**config.mk**
```make
export PLATFORM = sky130hd
export DESIGN_NAME = hba_master_arbiter
export DESIGN_NICKNAME = d
export VERILOG_FILES = /design/src/rtl/hba_master_arbiter.sv
export SDC_FILE = /design/constraint.sdc
export NUM_CORES = 1
export LEC_CHECK = 0
export CAP_MARGIN = 20
export CORE_ASPECT_RATIO = 1.1
export CORE_MARGIN = 4
export CORE_UTILIZATION = 27
export DETAILED_ROUTE_END_ITERATION = 8
export PLACE_DENSITY = 0.91
export SLEW_MARGIN = 20
export SYNTH_ARGS = -nofsm -noshare
export SYNTH_HDL_FRONTEND = slang
export SYNTH_SLANG_ARGS = --single-unit
```
**constraint.sdc**
```tcl
create_clock -name clk -period 1.1 [get_ports clk]
set_input_delay 0.22 -clock clk [delete_from_list [all_inputs] [get_ports clk]]
set_output_delay 0.22 -clock clk [all_outputs]
set_load 0.02 [all_outputs]
```
**src/rtl/hba_master_arbiter.sv**
```systemverilog
// Round-robin owner arbitration of the shared HBA slave bus: registered one-hot grant one edge after request, one dead cycle between owners.
// Bus held until owner drops req and select; HBA_ARB_TIMEOUT_EN adds a hold watchdog that forces release and pulses timeout_err.
module hba_master_arbiter #(
   parameter int NUM_MASTERS       = 2,
   parameter int DBUS_WIDTH        = 8,
   parameter int PERIPH_ADDR_WIDTH = 4,
   parameter int REG_ADDR_WIDTH    = 8,
   parameter int MAX_HOLD          = 256,
   localparam int ADDR_WIDTH       = PERIPH_ADDR_WIDTH + REG_ADDR_WIDTH
) (
   input  logic                              clk,
   input  logic                              reset,
   input  logic [NUM_MASTERS-1:0]            master_req,
   output logic [NUM_MASTERS-1:0]            master_gnt,
   input  logic [NUM_MASTERS*ADDR_WIDTH-1:0] master_abus,
   input  logic [NUM_MASTERS*DBUS_WIDTH-1:0] master_dbus_out,
   input  logic [NUM_MASTERS-1:0]            master_rnw,
   input  logic [NUM_MASTERS-1:0]            master_select,
   output logic [NUM_MASTERS-1:0]            master_xferack,
   output logic [ADDR_WIDTH-1:0]             hba_abus,
   output logic [DBUS_WIDTH-1:0]             hba_dbus,
   output logic                              hba_rnw,
   output logic                              hba_select,
   input  logic                              hba_xferack,
   output logic                              timeout_err
);

   localparam int IDX_W = $clog2(NUM_MASTERS);

   typedef enum logic {IDLE, BUSY} state_t;

   state_t                 state, state_nxt;
   logic [IDX_W-1:0]       owner, owner_nxt;
   logic [IDX_W-1:0]       last, last_nxt;
   logic [IDX_W-1:0]       pick;
   logic                   found;
   logic [NUM_MASTERS-1:0] gnt_nxt;
   logic                   owner_done;
   logic                   forced;

`ifdef HBA_ARB_TIMEOUT_EN
   localparam int CNT_W = $clog2(MAX_HOLD);
   logic [CNT_W-1:0] cnt, cnt_nxt;

   // Only a master still requesting with select low can be evicted; a normal release is not a timeout.
   assign forced = (state == BUSY) && (cnt == CNT_W'(MAX_HOLD - 1)) &&
                   master_req[owner] && !master_select[owner];
`else
   assign forced = 1'b0;
`endif

   assign owner_done = !master_req[owner] && !master_select[owner];

   always_ff @(posedge clk or posedge reset) begin
      if (reset) begin
         state      <= IDLE;
         owner      <= '0;
         last       <= IDX_W'(NUM_MASTERS - 1);
         master_gnt <= '0;
`ifdef HBA_ARB_TIMEOUT_EN
         cnt        <= '0;
`endif
      end else begin
         state      <= state_nxt;
         owner      <= owner_nxt;
         last       <= last_nxt;
         master_gnt <= gnt_nxt;
`ifdef HBA_ARB_TIMEOUT_EN
         cnt        <= cnt_nxt;
`endif
      end
   end

   // Upward search from last+1, wrapping, so the most recent owner is considered last.
   always_comb begin
      int               cand;
      logic [IDX_W-1:0] cidx;
      found = 1'b0;
      pick  = last;
      cand  = 0;
      cidx  = '0;
      for (int k = 1; k <= NUM_MASTERS; k++) begin
         cand = (int'(last) + k) % NUM_MASTERS;
         cidx = IDX_W'(cand);
         if (!found && master_req[cidx]) begin
            found = 1'b1;
            pick  = cidx;
         end
      end
   end

   always_comb begin
      state_nxt = state;
      owner_nxt = owner;
      last_nxt  = last;
      gnt_nxt   = master_gnt;
`ifdef HBA_ARB_TIMEOUT_EN
      cnt_nxt   = cnt;
`endif
      case (state)
         IDLE: begin
            if (found) begin
               state_nxt = BUSY;
               owner_nxt = pick;
               last_nxt  = pick;
               gnt_nxt   = NUM_MASTERS'(1) << pick;
`ifdef HBA_ARB_TIMEOUT_EN
               cnt_nxt   = '0;
`endif
            end
         end
         BUSY: begin
            if (owner_done || forced) begin
               state_nxt = IDLE;
               gnt_nxt   = '0;
            end
`ifdef HBA_ARB_TIMEOUT_EN
            else if (cnt != CNT_W'(MAX_HOLD - 1)) begin
               cnt_nxt = cnt + 1'b1;
            end
`endif
         end
         default: begin
            state_nxt = IDLE;
            gnt_nxt   = '0;
         end
      endcase
   end

   always_comb begin
      hba_abus    = '0;
      hba_dbus    = '0;
      hba_rnw     = 1'b0;
      hba_select  = 1'b0;
      timeout_err = forced;
      if (|master_gnt) begin
         hba_abus   = master_abus[owner*ADDR_WIDTH +: ADDR_WIDTH];
         hba_dbus   = master_dbus_out[owner*DBUS_WIDTH +: DBUS_WIDTH];
         hba_rnw    = master_rnw[owner];
         hba_select = master_select[owner];
      end
   end

   assign master_xferack = master_gnt & {NUM_MASTERS{hba_xferack}};

endmodule

```
==> metrics.md, run 1 <==
| Metric | Value |
|---|---|
| RR Endpoint | `state` |
| CP cell instances | `buf_6, mux2i_4, nor2_2, buf_4` |
| Clock Sinks | `5` |
| Vias per inst | `4.949` |
| Max stage delay on crit path | `0.43 ns` |
| Post-synthesis cell count | `80` |
| Setup-failing EPs final | `29` |
| GPL Wtd Cong | `0.7558` |
| RR Startpoint | `owner` |
| Root buffer cell | `clkbuf_4` |
| IO Pins | `76` |
| Crit. End Element | `output port` |
| Violated checks | `setup timing` |
| Status | `finished with violations` |
| Wirelength per Cell | `20.81 µm` |
| Clk slew on worst S/H paths | `0.04 ns` |
| Synth Net Count | `129` |
| Post-synth EDFFs | `0` |
| Sequential Power Share | `0.090` |
| Hold Vio Cnt, Final | `0` |
| Vias post-DR | `980` |
| Chip Height | `59.49 µm` |
| Layout Skew | `0.0009894 ns` |
| Routed wire length | `4120 µm` |
| ANT nets after route | `0` |
| Combinational fraction of design power | `0.865` |
| Die area | `3260 µm²` |
| Post-Place Cell Area | `1540 µm²` |
| Core area | `2275 µm²` |
| Clk pwr share | `0.045` |
| Flops & latches, synth | `5` |
| # nets final | `218` |
| Starting Density | `0.2860` |
| Asr flop ratio synth | `1.000` |
| Layout area overhead | `182.3%` |
| Worst Hold Class | `input port to async pin` |
| Register area share after synthesis | `0.1942` |
| H-tree depth | `1` |
| Initial antenna violation count | `0` |
| Pleak | `0.7559 nW` |
| Largest area contributor in the netlist | `mux2i_1` |
| CP Launch Type | `flop` |
| NetSw | `0.002154 W` |
| Post-route DRC | `0` |
| Max-cap violations | `0` |
| Row cnt | `18` |
| Grt ovf | `0` |
| Crit path time final | `1.557 ns` |
| Final Util | `0.8075` |
| Largest net degree at the start of global routing | `17` |
| Unrepaired setup endpoints after global routing | `true` |
| R2r worst-path depth | `5` |
| Peak Freq | `642.4 MHz` |
| CTS tree | `yes` |
| Final setup margin | `-0.4566 ns` |
| Critical Path RT | `0.88 ns` |
| WP buf/inv | `2` |
| Cell Pwr Density | `2574 nW/µm²` |
| Hold-fix buffers, CTS | `0` |
| Period utilization | `1.415` |
| CP delay by family, top | `flip-flops` |
| Syn Area/Cell | `8.133 µm²` |
| Die Wd | `54.81 µm` |
| Global-route wire length before repair | `4947 µm` |
| Post-Place Setup Slack | `-0.6280 ns` |
| Most common flop cell mapped by yosys | `dfrtp_1` |
| Most frequent cells after synthesis | `24 x nor2_1, 22 x mux2i_1, 4 x dfrtp_1, 3 x buf_2` |
| Overall power | `0.004728 W` |
| Layout cells sized above 1 | `0.5655` |
| Crit path kind | `flop to output port` |
| Sw Ratio | `0.4555` |
| Slowest CP cell | `dfrtp_2` |
| Crit path max fanout | `5` |
| Reg2reg setup slack | `-0.15 ns` |
| Count of cell types in the netlist | `27` |
| Initial DRT Pass Iterations | `4` |
| CTS Buffer Depth | `2` |
| Most numerous cell in the Yosys netlist | `nor2_1` |
| Clock latency on the worst-skew pair | `0.24 ns` |
| ANT cells | `0` |
| Yosys warning count | `0` |
| DP HPWL | `2408 µm` |
| Fin Hold WS | `0.1774 ns` |
| Vias in the first global route | `956` |
| Fin. max-slew vios | `0` |
| WP data arrival | `1.34 ns` |
| Cell area after layout | `1837 µm²` |
| Synth top area cells | `mux2i_1 34%, dfrtp_1 15%, nor2_1 14%` |
| VDD IR max | `1.715 mV` |
| Yosys top cell area share | `0.3385` |
| PortBufs | `74` |
| DRT iter0 DRCs | `28` |
| CTS Buf Count | `3` |
| Total track usage | `0.2118` |
| Mapped Area | `650.6 µm²` |
| Cell Int Power | `0.002574 W` |
[flip-flops by register name (all words and copies together) (netlist names)]
name        flops
last            1
owner           1
master_gnt      2
state           1
[worst max path at each step]
stage	start	to	slack (ns)	depth (start not counted)
detailed placement	master_abus[10]	hba_abus[10]	-0.63	4
finish	owner	hba_abus[10]	-0.46	4
global route	owner	hba_dbus[1]	-0.50	4
CTS	owner	hba_abus[11]	-0.45	5
global placement	master_abus[13]	hba_abus[1]	-0.59	4
floorplan	owner	hba_abus[0]	-0.07	4
[power by group through the flow]
stage	clock (W)	sequential, W	combinational [W]
3_5_place_dp	0	0.000385	0.00315
5_1_grt	0.000239	0.000430	0.00424
2_1_floorplan	0	0.000385	0.00191
6_report	0.000212	0.000424	0.00409
3_3_place_gp	0	0.000376	0.00307
4_1_cts	0.000225	0.000413	0.00383
[per-stage QoR]
stage,TNS [ns],instances
6_report,-9.914,198
5_1_grt,-10.98,198
4_1_cts,-9.786,197
3_5_place_dp,-15.19,187
3_3_place_gp,-14.51,187
2_1_floorplan,-1.354,80
[cell type report]
class / count / area (µm²)
clock buffer: 4 / 26.28
fill: 114 / 437.9
inverter: 2 / 7.507
multi-input combinational: 66 / 680.7
sequential: 5 / 130.1
tap: 30 / 37.54
timing repair buffer: 91 / 954.7
[cell usage in the layout, fill, tap and decap left out]
cell              n
dfrtp_1           1
buf_8             1
clkbuf_1          1
nor2_4            3
dfstp_2           1
o32a_1            1
a21oi_1           1
buf_4             9
mux2i_4          10
dfrtp_2           3
nand2_1           2
nor2_1            1
o21ai_2           1
and2_4            2
nor2b_2           1
o22a_1            1
o21ai_1           1
o21bai_1          1
mux2i_1           7
inv_1             2
conb_1            1
a21o_4            1
nor3_1            1
clkdlybuf4s50_1  47
buf_12            2
a21o_1            1
nor3b_1           1
nor2b_1           1
mux2i_2           5
o21ai_0           1
dlymetal6s2s_1    1
buf_6            31
nor2_2           20
a21oi_2           1
clkbuf_4          3
nor3_4            1
[layer usage]
metal,up-vias,track usage,routed length [µm]
met3,12,0.06297,496
met4,0,0.07117,101
met1,463,0.2415,1499
met5,-,0,0
met2,58,0.3649,2023
li1,447,-,-
[kinds of logic (layout without fill, tap and decap cells)]
family,after synthesis,count (layout),share of synthesized area
buffers and inverters,9,97,0.1096
other,1,1,0.005764
muxes,22,22,0.3385
DFF,5,5,0.1942
and+or+nand+nor,33,33,0.2269
AOI/OAI and AO/OA,10,10,0.1250
[timing repair]
action	4_1_cts	5_1_grt
gates resized for setup	179	19
setup endpoints to repair	29	30
cloned	2	0
setup buffers	5	5
pin swaps	2	4
Note: power is estimated with default switching activity, not from simulation.
==> inputs of run 2 (changes only) <==
--- a/config.mk
+++ b/config.mk
@@ -9,7 +9,9 @@
 export CORE_ASPECT_RATIO = 1.1
 export CORE_MARGIN = 4
 export CORE_UTILIZATION = 27
+export CTS_BUF_LIST = sky130_fd_sc_hd__clkbuf_8
 export DETAILED_ROUTE_END_ITERATION = 8
+export MAX_ROUTING_LAYER = met4
 export PLACE_DENSITY = 0.91
 export SLEW_MARGIN = 20
 export SYNTH_ARGS = -nofsm -noshare
==> run 2 against run 1 <==
The run still ends with setup timing left. Total power fell by 0.34%. Critical path depth did not move. Cell count shrank 1.0%. Global-route usage fell by 0.46 points. Die area stayed put. Clock-buffer cell count is 1 lower.
==> metrics.md, run 2 (same netlist as run 1, synthesis figures left out) <==
| Metric | Value |
|---|---|
| Initial DRT Pass Iterations | `4 (unchanged)` |
| Routed wire length | `3903 µm (-5.3%)` |
| Cell Pwr Density | `2588 nW/µm² (+0.55%)` |
| Chip Height | `59.49 µm (unchanged)` |
| Violated checks | `setup timing` |
| GPL Wtd Cong | `0.7656 (+1.3%)` |
| Overall power | `0.004712 W (-0.34%)` |
| Fin Hold WS | `0.2035 ns (+0.02606 ns)` |
| Grt ovf | `0 (unchanged)` |
| Final setup margin | `-0.4265 ns (+0.03013 ns)` |
| RR Endpoint | `master_gnt[0]` |
| Core area | `2275 µm² (unchanged)` |
| CP Launch Type | `flop` |
| Slowest CP cell | `dfrtp_2` |
| R2r worst-path depth | `5 (unchanged)` |
| CP cell instances | `buf_6, mux2i_1, nor2_2, buf_6` |
| Status | `finished with violations` |
| Reg2reg setup slack | `-0.11 ns (+0.04 ns)` |
| Crit path time final | `1.526 ns (-0.03013 ns)` |
| WP data arrival | `1.31 ns (-0.03 ns)` |
| VDD IR max | `1.582 mV (-7.8%)` |
| RR Startpoint | `owner` |
| Vias per inst | `4.893 (-1.1%)` |
| Max-cap violations | `0 (unchanged)` |
| Register area | `130.1 µm² (unchanged)` |
| CTS tree | `yes` |
| Crit path capture | `hba_abus[11]` |
| Met2 GRT Util | `0.3395 (-0.02534)` |
| Most frequent cells in the layout | `47 x clkdlybuf4s50_1, 30 x buf_6, 19 x nor2_2, 9 x buf_4` |
| Clk slew on worst S/H paths | `0.03 ns (about the same)` |
| DRT iter0 DRCs | `14 (-50%)` |
| Top reg by flops | `master_gnt` |
| Peak Freq | `655.1 MHz (+2.0%)` |
| IO Pins | `76 (unchanged)` |
| CP Launch Point | `owner` |
| Met1 usage | `0.2227 (-0.01880)` |
| GRT busiest layer | `met2` |
| Row cnt | `18 (unchanged)` |
| Vias post-DR | `959 (-2.1%)` |
| Max FFs per register | `2 (unchanged)` |
| Layout Skew | `0.0004093 ns (-0.0005801 ns)` |
| ANT cells | `0 (unchanged)` |
| CTS Buffer Depth | `2 (unchanged)` |
| Unrepaired setup endpoints after global routing | `true` |
| Post-Place Setup Slack | `-0.6280 ns (unchanged)` |
| Crit. End Element | `output port` |
| Crit-path most repeated cell | `buf_6` |
| Max stage delay on crit path | `0.42 ns (about the same)` |
| Die Wd | `54.81 µm (unchanged)` |
| Period utilization | `1.388 (-0.02739)` |
| Initial antenna violation count | `0 (unchanged)` |
| Crit path max fanout | `7 (+2)` |
| Clock Sinks | `5 (unchanged)` |
| Pleak | `0.7509 nW (-0.67%)` |
| Met3 Use GR | `0.07557 (+0.01259)` |
| Hold-fix buffers, CTS | `0 (unchanged)` |
| Setup-failing EPs final | `29 (unchanged)` |
| Total track usage | `0.2072 (-0.004569)` |
| Crit path kind | `flop to output port` |
| CTS Buf Count | `3 (unchanged)` |
| Multi-input gate area | `671.9 µm² (-1.3%)` |
| Layout cells sized above 1 | `0.5663 (+0.0007889)` |
| Cell area after layout | `1821 µm² (-0.89%)` |
| WP buf/inv | `2 (unchanged)` |
| Worst Hold Class | `input port to async pin` |
| ANT nets after route | `0 (unchanged)` |
| # nets final | `216 (-0.92%)` |
| Largest net degree at the start of global routing | `17 (unchanged)` |
| Hold Vio Cnt, Final | `0 (unchanged)` |
| Fin. max-slew vios | `0 (unchanged)` |
| H-tree depth | `1 (unchanged)` |
| Wirelength per Cell | `19.91 µm (-4.3%)` |
| Root buffer cell | `clkbuf_8` |
| Post-route DRC | `0 (unchanged)` |
| Clock latency on the worst-skew pair | `0.22 ns (-0.02 ns)` |
| Vias in the first global route | `941 (-1.6%)` |
| PortBufs | `74 (unchanged)` |
| Crit path depth | `4 (unchanged)` |
| CP delay by family, top | `flip-flops` |
| DP HPWL | `2408 µm (unchanged)` |
| Die area | `3260 µm² (unchanged)` |
| Layout area overhead | `179.8%` |
| Global-route wire length before repair | `4754 µm (-3.9%)` |
| Fillers | `121 (+6.1%)` |
| Critical Path RT | `0.88 ns (about the same)` |
| Starting Density | `0.2860 (unchanged)` |
| Commonest non-fill, non-tap cell in the layout | `clkdlybuf4s50_1` |
| Post-Place Cell Area | `1540 µm² (unchanged)` |
run 2: how the worst min path moves through the flow:
stage | startpoint | to | slack [ns] | depth (start not counted)
after floorplan | reset | owner | -0.002 | 1
after global placement | reset | owner | 0.43 | 2
after detailed placement | reset | owner | 0.44 | 2
after CTS | reset | state | 0.21 | 2
after global routing | reset | master_gnt[0] | 0.21 | 2
final | reset | state | 0.20 | 2
run 2: power breakdown:
group | switching, W | internal (W)
clock network | 0.0000842 | 0.000239
logic | 0.00190 | 0.00207
registers | 0.000128 | 0.000289
run 2: worst register-to-register path, cell delays in order (launching register included):
cell and delay [ns]:
dfrtp_2 0.42, buf_6 0.18, buf_4 0.16, nor3_4 0.04, a21o_4 0.20, o21ai_2 0.12
run 2: cell type report:
cell class,instances,share of cell area
sequential,5,0.07148
multi-input combinational,66,0.3691
clock inverter,1,0.002062
clock buffer,3,0.02268
inverter,2,0.004124
tap,30,0.02062
timing repair buffer,89,0.5100
run 2: metrics by stage:
step	TNS, ns	cells	utilization
finish	-8.698	196	0.8003
global route	-9.586	196	0.8003
CTS	-8.855	197	0.7833
detailed placement	-15.19	187	0.6771
global placement	-14.51	187	0.6771
floorplan	-1.354	80	-
run 2: layer usage:
layer | share of wire | up-vias | routed length [µm]
li1 | - | 443 | -
met1 | 0.39 | 464 | 1529
met2 | 0.48 | 50 | 1889
met3 | 0.12 | 2 | 461
met4 | 0.0056 | 0 | 22
met5 | 0 | - | 0
run 2: what timing repair did:
action	in CTS	in global routing
pin swaps	2	1
cloned	2	0
gates resized for setup	179	13
buffers inserted	5	0
endpoints found under the hold margin	0	0
endpoints found under the setup margin	30	30
